==> src/rtl/qarma64_tweak_sched.sv <==
// Iterative QARMA-64 tweak schedule: streams T0..T_R forward, then walks back to T0
// with the inverse update, and flags any mismatch against the loaded tweak.
module qarma64_tweak_sched #(
  parameter int ROUNDS = 7
) (
  input  logic        clk,
  input  logic        rst,
  input  logic        in_valid,
  output logic        in_ready,
  input  logic [63:0] in_tk,
  input  logic        abort,
  output logic        out_valid,
  input  logic        out_ready,
  output logic [63:0] out_tk,
  output logic [3:0]  out_idx,
  output logic        out_dir,
  output logic        out_last,
  output logic        chk_err
);

  typedef enum logic [1:0] {IDLE, FWD, BWD} state_e;

  localparam logic [3:0]  LAST_IDX    = 4'(ROUNDS);
  // Cell shuffle source table, cell 0 in the top nibble.
  localparam logic [63:0] H_MAP       = 64'h65EF_0123_7CD4_89AB;
  // Bit i set when cell i goes through the omega LFSR.
  localparam logic [15:0] OMEGA_CELLS = 16'h291B;

  function automatic logic [63:0] tk_fwd(input logic [63:0] x);
    logic [63:0] y;
    logic [3:0]  src;
    logic [3:0]  c;
    y = '0;
    for (int i = 0; i < 16; i++) begin
      src = H_MAP[63-4*i -: 4];
      c   = x[63-4*int'(src) -: 4];
      if (OMEGA_CELLS[i]) c = {c[0] ^ c[1], c[3], c[2], c[1]};
      y[63-4*i -: 4] = c;
    end
    return y;
  endfunction

  function automatic logic [63:0] tk_bwd(input logic [63:0] x);
    logic [63:0] y;
    logic [3:0]  dst;
    logic [3:0]  c;
    y = '0;
    for (int i = 0; i < 16; i++) begin
      c = x[63-4*i -: 4];
      if (OMEGA_CELLS[i]) c = {c[2], c[1], c[0], c[3] ^ c[0]};
      dst = H_MAP[63-4*i -: 4];
      y[63-4*int'(dst) -: 4] = c;
    end
    return y;
  endfunction

  state_e      state_q, state_d;
  logic [63:0] tk_q, tk_d;
  logic [63:0] shadow_q, shadow_d;
  logic [3:0]  idx_q, idx_d;
  logic        dir_q, dir_d;
  logic        valid_q, valid_d;
  logic        last_q, last_d;
  logic        err_q, err_d;
  logic        hs;

  assign hs = valid_q & out_ready;

  always_comb begin
    // NOTE: every next-state signal gets its hold value first so no path leaves one unassigned (no latches).
    state_d  = state_q;
    tk_d     = tk_q;
    shadow_d = shadow_q;
    idx_d    = idx_q;
    dir_d    = dir_q;
    valid_d  = valid_q;
    last_d   = last_q;
    err_d    = err_q;
    if (abort) begin
      state_d = IDLE;
      valid_d = 1'b0;
      last_d  = 1'b0;
    end else begin
      unique case (state_q)
        IDLE: if (in_valid) begin
          tk_d     = in_tk;
          shadow_d = in_tk;
          idx_d    = '0;
          dir_d    = 1'b0;
          last_d   = 1'b0;
          err_d    = 1'b0;
          valid_d  = 1'b1;
          state_d  = FWD;
        end
        FWD: if (hs) begin
          if (idx_q == LAST_IDX) begin
            tk_d    = tk_bwd(tk_q);
            idx_d   = LAST_IDX - 4'd1;
            dir_d   = 1'b1;
            last_d  = (LAST_IDX == 4'd1);
            state_d = BWD;
          end else begin
            tk_d  = tk_fwd(tk_q);
            idx_d = idx_q + 4'd1;
          end
        end
        BWD: if (hs) begin
          if (idx_q != 4'd0) begin
            tk_d   = tk_bwd(tk_q);
            idx_d  = idx_q - 4'd1;
            last_d = (idx_q == 4'd1);
          end else begin
            // Backward walk must land exactly on the loaded tweak.
            err_d   = err_q | (tk_q != shadow_q);
            valid_d = 1'b0;
            last_d  = 1'b0;
            state_d = IDLE;
          end
        end
        default: state_d = IDLE;
      endcase
    end
  end

  // NOTE: state registers use non-blocking assignments so all flops update from pre-edge values.
  always_ff @(posedge clk or posedge rst) begin
    if (rst) begin
      state_q  <= IDLE;
      tk_q     <= '0;
      shadow_q <= '0;
      idx_q    <= '0;
      dir_q    <= 1'b0;
      valid_q  <= 1'b0;
      last_q   <= 1'b0;
      err_q    <= 1'b0;
    end else begin
      state_q  <= state_d;
      tk_q     <= tk_d;
      shadow_q <= shadow_d;
      idx_q    <= idx_d;
      dir_q    <= dir_d;
      valid_q  <= valid_d;
      last_q   <= last_d;
      err_q    <= err_d;
    end
  end

  assign in_ready  = (state_q == IDLE) & ~rst;
  assign out_valid = valid_q;
  assign out_tk    = tk_q;
  assign out_idx   = idx_q;
  assign out_dir   = dir_q;
  assign out_last  = last_q;
  assign chk_err   = err_q;

endmodule

==> config.mk <==
export PLATFORM = sky130hd
export DESIGN_NAME = qarma64_tweak_sched
export DESIGN_NICKNAME = d
export VERILOG_FILES = /design/src/rtl/qarma64_tweak_sched.sv
export SDC_FILE = /design/constraint.sdc
export NUM_CORES = 1
export LEC_CHECK = 0
export CAP_MARGIN = 20
export CORE_AREA = 3 3 160 162
export DETAILED_ROUTE_END_ITERATION = 12
export DIE_AREA = 0 0 163 165
export PLACE_DENSITY = 0.59
export SLEW_MARGIN = 25
export SYNTH_ARGS = -nofsm -noshare
export SYNTH_HDL_FRONTEND = slang
export SYNTH_SLANG_ARGS = --single-unit
==> constraint.sdc <==
create_clock -name clk -period 4.3 [get_ports clk]
set_clock_uncertainty 0.2 [all_clocks]
set_input_delay 0.86 -clock clk [delete_from_list [all_inputs] [get_ports clk]]
set_output_delay 0.86 -clock clk [all_outputs]
set_load 0.05 [all_outputs]
# Word-level counts from Yosys, hierarchy flattened

Index checks and enable logic that the tools add are counted.
Widths: inputs -> output; s select.

Register bits after elaboration: 138
Latch bits: 0
Bits in writable memories: 0
ROM bits: 0
Bits of input ports: 69
Output and inout bits: 73
Logic and storage cells: 96
Memories: 0

$add $sub $neg: 2
$mul: 0
Div/mod/pow operators: 0
$lt $le $gt $ge: 0
Equality and inequality tests: 16
Shift operators: 0
Mux-type cells: 37
Bitwise logic cells: 19
Reduce and logical (&&, ||, !) cells: 14

Operators with widths:

| kind                | count |
|---|---|
| $mux 64             | 5 |
| $pmux 64 s3         | 1 |
| $ne 64x64->1        | 1 |
| $mux 4              | 5 |
| $reduce_and 5->1    | 4 |
| $ne 3x3->1 const B  | 5 |
| $mux 1              | 14 |
| $xor 1x1->1         | 14 |
| $mux 2              | 6 |
| $ne 2x2->1 const B  | 6 |
| $pmux 4 s3          | 1 |
| $reduce_bool 4->1   | 2 |
| $pmux 1 s2          | 3 |
| $pmux 2 s3          | 1 |
| $reduce_and 6->1    | 1 |
| $reduce_bool 3->1   | 2 |
| $add 4x1->4 const B | 1 |
| $eq 4x1->1 const B  | 1 |
| $eq 4x3->1 const B  | 1 |
| $reduce_and 4->1    | 1 |
| $reduce_bool 2->1   | 2 |
| $sub 4x1->4 const B | 1 |
| $pmux 1 s3          | 1 |
| $reduce_and 3->1    | 1 |
| other kinds (6)     | 8 |

# Logic depth before layout (Yosys ltp)

Gate-level depths: netlist of the first run.

Depth after elaboration: 5
Depth in mapped cells: 9
Mapped depth without buffers: 7

# Worst setup path before layout of the first run

Ideal clock, no wire load.

Kind: input -> output
From: input rst
To: output in_ready
Arrival time: 1.549 ns
Required time: 3.240 ns
Slack: 1.691 ns
Stages: 1
Path buffers: 0
Path through: nor2b_1

Cells in the longest elaborated chain, start to end: 2

RTL lines:

| what            | line | text |
|---|---|---|
| start, declared | 7    | `input logic rst,` |
| $not 1->1       | 148  | `assign in_ready = (state_q == IDLE) & ~rst;` |
| $and 1x1->1     | 148  |  |
| end, declared   | 9    | `output logic in_ready,` |

Every way passes these cells.

# Final worst setup path of the first run

Same ends and word-level chain as after synthesis.

==> results of run 1 <==
-- synthesized netlist by cell type (all sizes together) --
| cell | instances |
|---|---|
| dfrtp | 138 |
| mux2 | 66 |
| nor2 | 61 |
| a21o | 52 |
| a22oi | 51 |
| a211oi | 50 |
| xor2 | 41 |
| xnor2 | 36 |
| clkbuf | 29 |
| buf | 27 |
| o21ai | 26 |
| a21oi | 21 |
| nand2 | 20 |
| nor4 | 14 |
| inv | 12 |
| ha | 8 |
| nand2b | 7 |
| nand4 | 7 |
| o31ai | 7 |
| o221ai | 6 |
| nor3 | 5 |
| nand3 | 4 |
| nor2b | 4 |
| a21boi | 2 |
| a31oi | 2 |
| mux2i | 2 |
| nand3b | 2 |
| a221oi | 1 |
| a22o | 1 |
| a311oi | 1 |
| and3b | 1 |
| nor3b | 1 |
| o2111ai | 1 |
| o22ai | 1 |
-- worst max-delay path: stages --
cell,delay [ps]
clkdlybuf4s50_1,460
nor2b_1,120
clkdlybuf4s50_1,800
-- cell type report --
type,instances,area share
sequential,138,0.353
inverter,12,0.00499
tap,324,0.0415
clock buffer,20,0.0477
multi-input combinational,501,0.382
timing repair buffer,152,0.158
clock inverter,11,0.0124
-- final timing paths --
| kind | endpoint | slack (ps) | cells past startpoint |
|---|---|---|---|
| worst min register to register | out_last | 310 | 1 |
| worst min-delay path | out_last | 310 | 1 |
| max in group asynchronous | out_tk[34] | 2460 | 3 |
| min in group asynchronous | out_valid | 710 | 2 |
| worst max-delay path | in_ready | 990 | 3 |
| worst max register to register | out_tk[2] | 1270 | 7 |
-- registers in the layout, indices dropped and copies added, names as in the netlist --
register   flops
out_idx        4
out_last       1
out_dir        1
chk_err        1
out_valid      1
shadow_q      64
state_q        2
out_tk        64
-- power groups by stage --
stage               clock network [mW]  logic, mW  registers [mW]
floorplan                            0       2.50            3.53
global placement                     0       4.78            2.81
detailed placement                   0       4.84            2.83
CTS                               1.50       4.87            2.81
global route                      1.56       5.21            2.91
finish                            1.48       4.84            2.81
-- metal layers --
metal,global-route usage,vias to the layer above
met2,0.289,171
met4,0.0446,0
met3,0.0389,18
met1,0.257,3072
li1,-,2801
met5,0,-
-- kinds of logic after synthesis --
| logic type | after synthesis | share of synthesized area |
|---|---|---|
| AND/OR/NAND/NOR | 126 | 0.0791 |
| AO/OA/AOI/OAI | 222 | 0.211 |
| multiplexers | 68 | 0.102 |
| adder cells (fa/ha/maj) | 8 | 0.0134 |
| XOR/XNOR | 77 | 0.0900 |
| buffers and inverters | 68 | 0.0444 |
| flip-flops | 138 | 0.461 |
-- stage by stage --
stage,worst slack [ps],cells
3_5_place_dp,995,1127
3_3_place_gp,985,1127
4_1_cts,987,1158
6_report,995,1158
2_1_floorplan,1520,707
5_1_grt,878,1158
-- cell usage in the layout (no fill, tap or decap), types with 2 or more instances in the layout --
cell | netlist | routed
dfrtp_1 | 138 | 138
buf_4 | 5 | 7
mux2i_1 | 2 | 2
nand2b_1 | 6 | 6
mux2_2 | 66 | 66
a22oi_1 | 47 | 47
o21ai_1 | 3 | 3
nand2_1 | 20 | 19
clkinvlp_4 | 0 | 6
xor2_1 | 41 | 41
inv_1 | 12 | 11
clkbuf_16 | 0 | 17
o221ai_1 | 6 | 6
nor2b_1 | 4 | 3
buf_12 | 0 | 4
xnor2_1 | 36 | 36
nand3_1 | 4 | 4
a21o_1 | 52 | 51
a22oi_2 | 4 | 4
a31oi_1 | 2 | 2
a21boi_0 | 2 | 2
clkdlybuf4s50_1 | 0 | 141
clkinv_2 | 0 | 3
nor2_1 | 61 | 61
o21ai_0 | 23 | 23
bufinv_16 | 0 | 2
o31ai_1 | 7 | 7
nand4_1 | 7 | 7
a21oi_1 | 21 | 21
nor3_1 | 5 | 5
clkbuf_8 | 0 | 3
ha_1 | 8 | 7
nor4_1 | 14 | 14
a211oi_1 | 50 | 50
nand3b_1 | 2 | 2
==> out/results.tsv, run 1 <==
metric	value	unit
cts_buffers	17	
power.density	934	nW/um^2
synth_cell_type_count	39	
wl_met1	11300	microns
synth.avg_cell_area	10.6	sq um
max_cap_violations	0	
overflow	0	
post-cts-setup-buffer-count	0	
cts.clk_slew.worst_paths	60	ps
grt_pass1_vias	6147	
first_pass_iters	5	
wl_met2	11500	microns
wl_per_cell	21.0	microns
vias	6062	
synth_top_cell_area_share	0.461	
p_sw_frac	0.481	
sequentialPowerShare	0.308	
outcome	finished clean	
drt_iter0_drc	336	
hold_viol_final	0	
drc	0	
cp-startpoint	rst	
cts_max_level	4	
yosys.area.top_type	dfrtp_1	
hp-class	reg2reg	
clock_sinks	138	
start_util	0.309	
vias_per_cell	5.23	
cp-end-kind	primary output	
hpwl	17100	microns
place_congestion	0.787	
finalCritPeriodShare	0.769	
rows	57	
nFillCells	2433	
syn-cell-area	7490	sq um
maxSlewViolCount	0	
power	9.13	mW
ctsResizeCount	0	
required	3240	ps
highest_layer	met4	
p_int	4.74	mW
syn_inst	707	
postCtsHoldBufs	0	
wl	24300	microns
met3_length	1250	microns
multi_input_area	3740	sq um
max_freq	303	MHz
crit_path_start_kind	input port	
p_leak	4.11	nW
synth_area_leaders	dfrtp_1 (46%), mux2_2 (9.9%), a21o_1 (5.2%), a211oi_1 (5.0%), xor2_1 (4.8%)	
die_area	26900	sq um
fin_tns_setup	0	ps
ys_ff_latch	138	
power_frac_comb	0.530	
rsz0062_at_grt	no	
power_switching	4.39	mW
pin_count	142	
yosys_warnings	0	
grt_max_degree	98	
period_minus_slack	3310	ps
nets	899	
die_h	165	microns
clockRootBuffer	clkbuf_16	
seq_area	3450	sq um
diodes	0	
antenna_found_initial	0	
drive_above_1_share	0.143	
clk_latency	420	ps
utilization	0.403	
cp_data_arrival_time	2250	ps
grt_pass1_wl	37400	microns
syn_nets	784	
finalInstanceArea	9780	sq um
setup_viol	0	
critical_path_class	in2out	
dpl_cell_area	9190	sq um
ant_nets	0	
core_area	24200	sq um
peakVddDrop	0.402	mV
hold-worst-slack	309	ps
clockBufferDepth	2	
io_buffers	141	
worst-path-max-fanout	2	
die_x	163	microns
cts_tree	done	
relSlewSlack	0.329	
r2r_start	out_idx[0]	
clkPwrFrac	0.162	
grt_usage	0.183	
max_slew.worst_pin.slew	1010	ps
yosysSeqAreaShare	0.461	
hold_start	out_last	
syn_to_final_growth	30.5	%
(Power assumes the default switching activity.)
==> inputs of run 2 (changes only) <==
--- a/config.mk
+++ b/config.mk
@@ -9,7 +9,7 @@
 export CORE_AREA = 3 3 160 162
 export DETAILED_ROUTE_END_ITERATION = 12
 export DIE_AREA = 0 0 163 165
-export PLACE_DENSITY = 0.59
+export PLACE_DENSITY = 0.57
 export SLEW_MARGIN = 25
 export SYNTH_ARGS = -nofsm -noshare
 export SYNTH_HDL_FRONTEND = slang
==> constraint.sdc (replaced) <==
create_clock -name clk -period 3.15 [get_ports clk]
set_clock_uncertainty 0.2 [all_clocks]
set_input_delay 0.63 -clock clk [delete_from_list [all_inputs] [get_ports clk]]
set_output_delay 0.63 -clock clk [all_outputs]
set_load 0.05 [all_outputs]
==> out/results.tsv, run 2 (synthesis results as in run 1) <==
metric	value	unit
postCtsHoldBufs	0	
layout_common_cells	clkdlybuf4s50_1 (140), dfrtp_1 (138), mux2_2 (66)	
pre_cts_ws	487	ps
wl	24400	microns
die_h	165	microns
start_util	0.309	
max_slew.worst_pin.slew	647	ps
hold_end	out_last	
hp-class	reg2reg	
r2r_start	out_idx[1]	
hold_viol_final	0	
grt_usage	0.182	
power	12.7	mW
antenna_found_initial	0	
required	2320	ps
layout_commonest_cell	clkdlybuf4s50_1	
worst-path-max-fanout	6	
cts_buffers	17	
vias_per_cell	5.21	
first_pass_iters	5	
crit_path_start_kind	flop	
clockBufferDepth	2	
ctsResizeCount	0	
drive_above_1_share	0.148	
grt_pass1_vias	5964	
nFillCells	2385	
worstPathCellList	clkdlybuf4s50_1	
worst_r2r_path_depth	7	
cp_data_arrival_time	1870	ps
clkPwrFrac	0.168	
place_congestion	0.790	
hpwl	17100	microns
power.density	1290	nW/um^2
syn_to_final_growth	31.7	%
nets	904	
io_buffers	141	
sequentialPowerShare	0.300	
rows	57	
clk_latency	420	ps
core_area	24200	sq um
finalCritPeriodShare	0.858	
fin_tns_setup	0	ps
peakVddDrop	0.514	mV
critical_path_class	reg2out	
cts_max_level	4	
cts_tree	done	
pin_count	142	
instances_no_fill	1164	
outcome	finished clean	
clock_sinks	138	
maxSlewViolCount	0	
cpPeakStageDelay	890	ps
cts.clk_slew.worst_paths	60	ps
path_buf_inv	1	
hold_start	out_last	
vias	6064	
crit_family	buffers and inverters	
wl_per_cell	21.0	microns
die_area	26900	sq um
cp-end-kind	primary output	
power_switching	6.02	mW
overflow	0	
dp.cells	1132	
setup_viol	0	
reg2reg_to	out_tk[25]	
cp_slowest_cell	clkdlybuf4s50_1	
p_sw_frac	0.474	
min_path_cells	1	
max_freq	370	MHz
drt_iter0_drc	545	
post-cts-setup-buffer-count	0	
grt_max_degree	136	
drc	0	
die_x	163	microns
clockRootBuffer	clkbuf_16	
diodes	0	
r2r_setup_slack	520	ps
rsz0062_at_grt	no	
setup_ws	447	ps
grt_pass1_wl	37000	microns
power_frac_comb	0.532	
relSlewSlack	0.565	
period_minus_slack	2700	ps
p_int	6.68	mW
max_cap_violations	0	
p_leak	4.16	nW
ant_nets	0	
run 2: changes by cell type in the layout (fill, tap and decap cells not counted), moves of 2 or more:
cell,before,now
clkbuf_8,3,1
clkbuf_1,0,2
bufinv_16,2,4
clkinvlp_4,6,4
buf_4,7,11
buf_12,4,6
run 2: worst max-delay path by stage:
stage | from | to | slack [ps] | cells after the start
after detailed placement | in_valid | out_tk[23] | 490 | 7
after CTS | out_tk[61] | out_tk[61] | 420 | 1
after global routing | out_idx[1] | out_tk[13] | 370 | 7
final | out_tk[16] | out_tk[16] | 450 | 1
after floorplan | rst | chk_err | 600 | 1
after global placement | in_valid | out_tk[6] | 520 | 7
run 2: power groups by stage:
stage / combinational [mW] / sequential [mW] / clock [mW]
global placement: 6.72 / 3.82 / 0
floorplan: 3.42 / 4.81 / 0
finish: 6.75 / 3.82 / 2.13
detailed placement: 6.78 / 3.83 / 0
CTS: 6.81 / 3.81 / 2.16
global route: 7.27 / 3.93 / 2.24
run 2: area by class of cell:
type | instances | area, sq um | share of cell area
Inverter | 12 | 48.8 | 0.00495
Clock buffer | 20 | 447 | 0.0453
Multi-Input combinational cell | 501 | 3740 | 0.379
Clock inverter | 12 | 171 | 0.0174
Timing Repair Buffer | 157 | 1600 | 0.163
Tap cell | 324 | 405 | 0.0411
Sequential cell | 138 | 3450 | 0.350
run 2: routing by layer:
layer / routed length (microns) / share of wire / GRT usage
met5: 0 / 0 / 0
met4: 380 / 0.016 / 0.0427
met3: 1420 / 0.058 / 0.0434
met2: 11300 / 0.46 / 0.283
met1: 11300 / 0.46 / 0.256
run 2: through the flow:
step                      hold slack [ps]  cell area [sq um]  utilization
final                                 309               9870        0.407
after global routing                  335               9870        0.407
after CTS                             319               9870        0.407
after floorplan                       299               7500            -
after detailed placement              305               9250        0.381
after global placement                291               9250        0.381
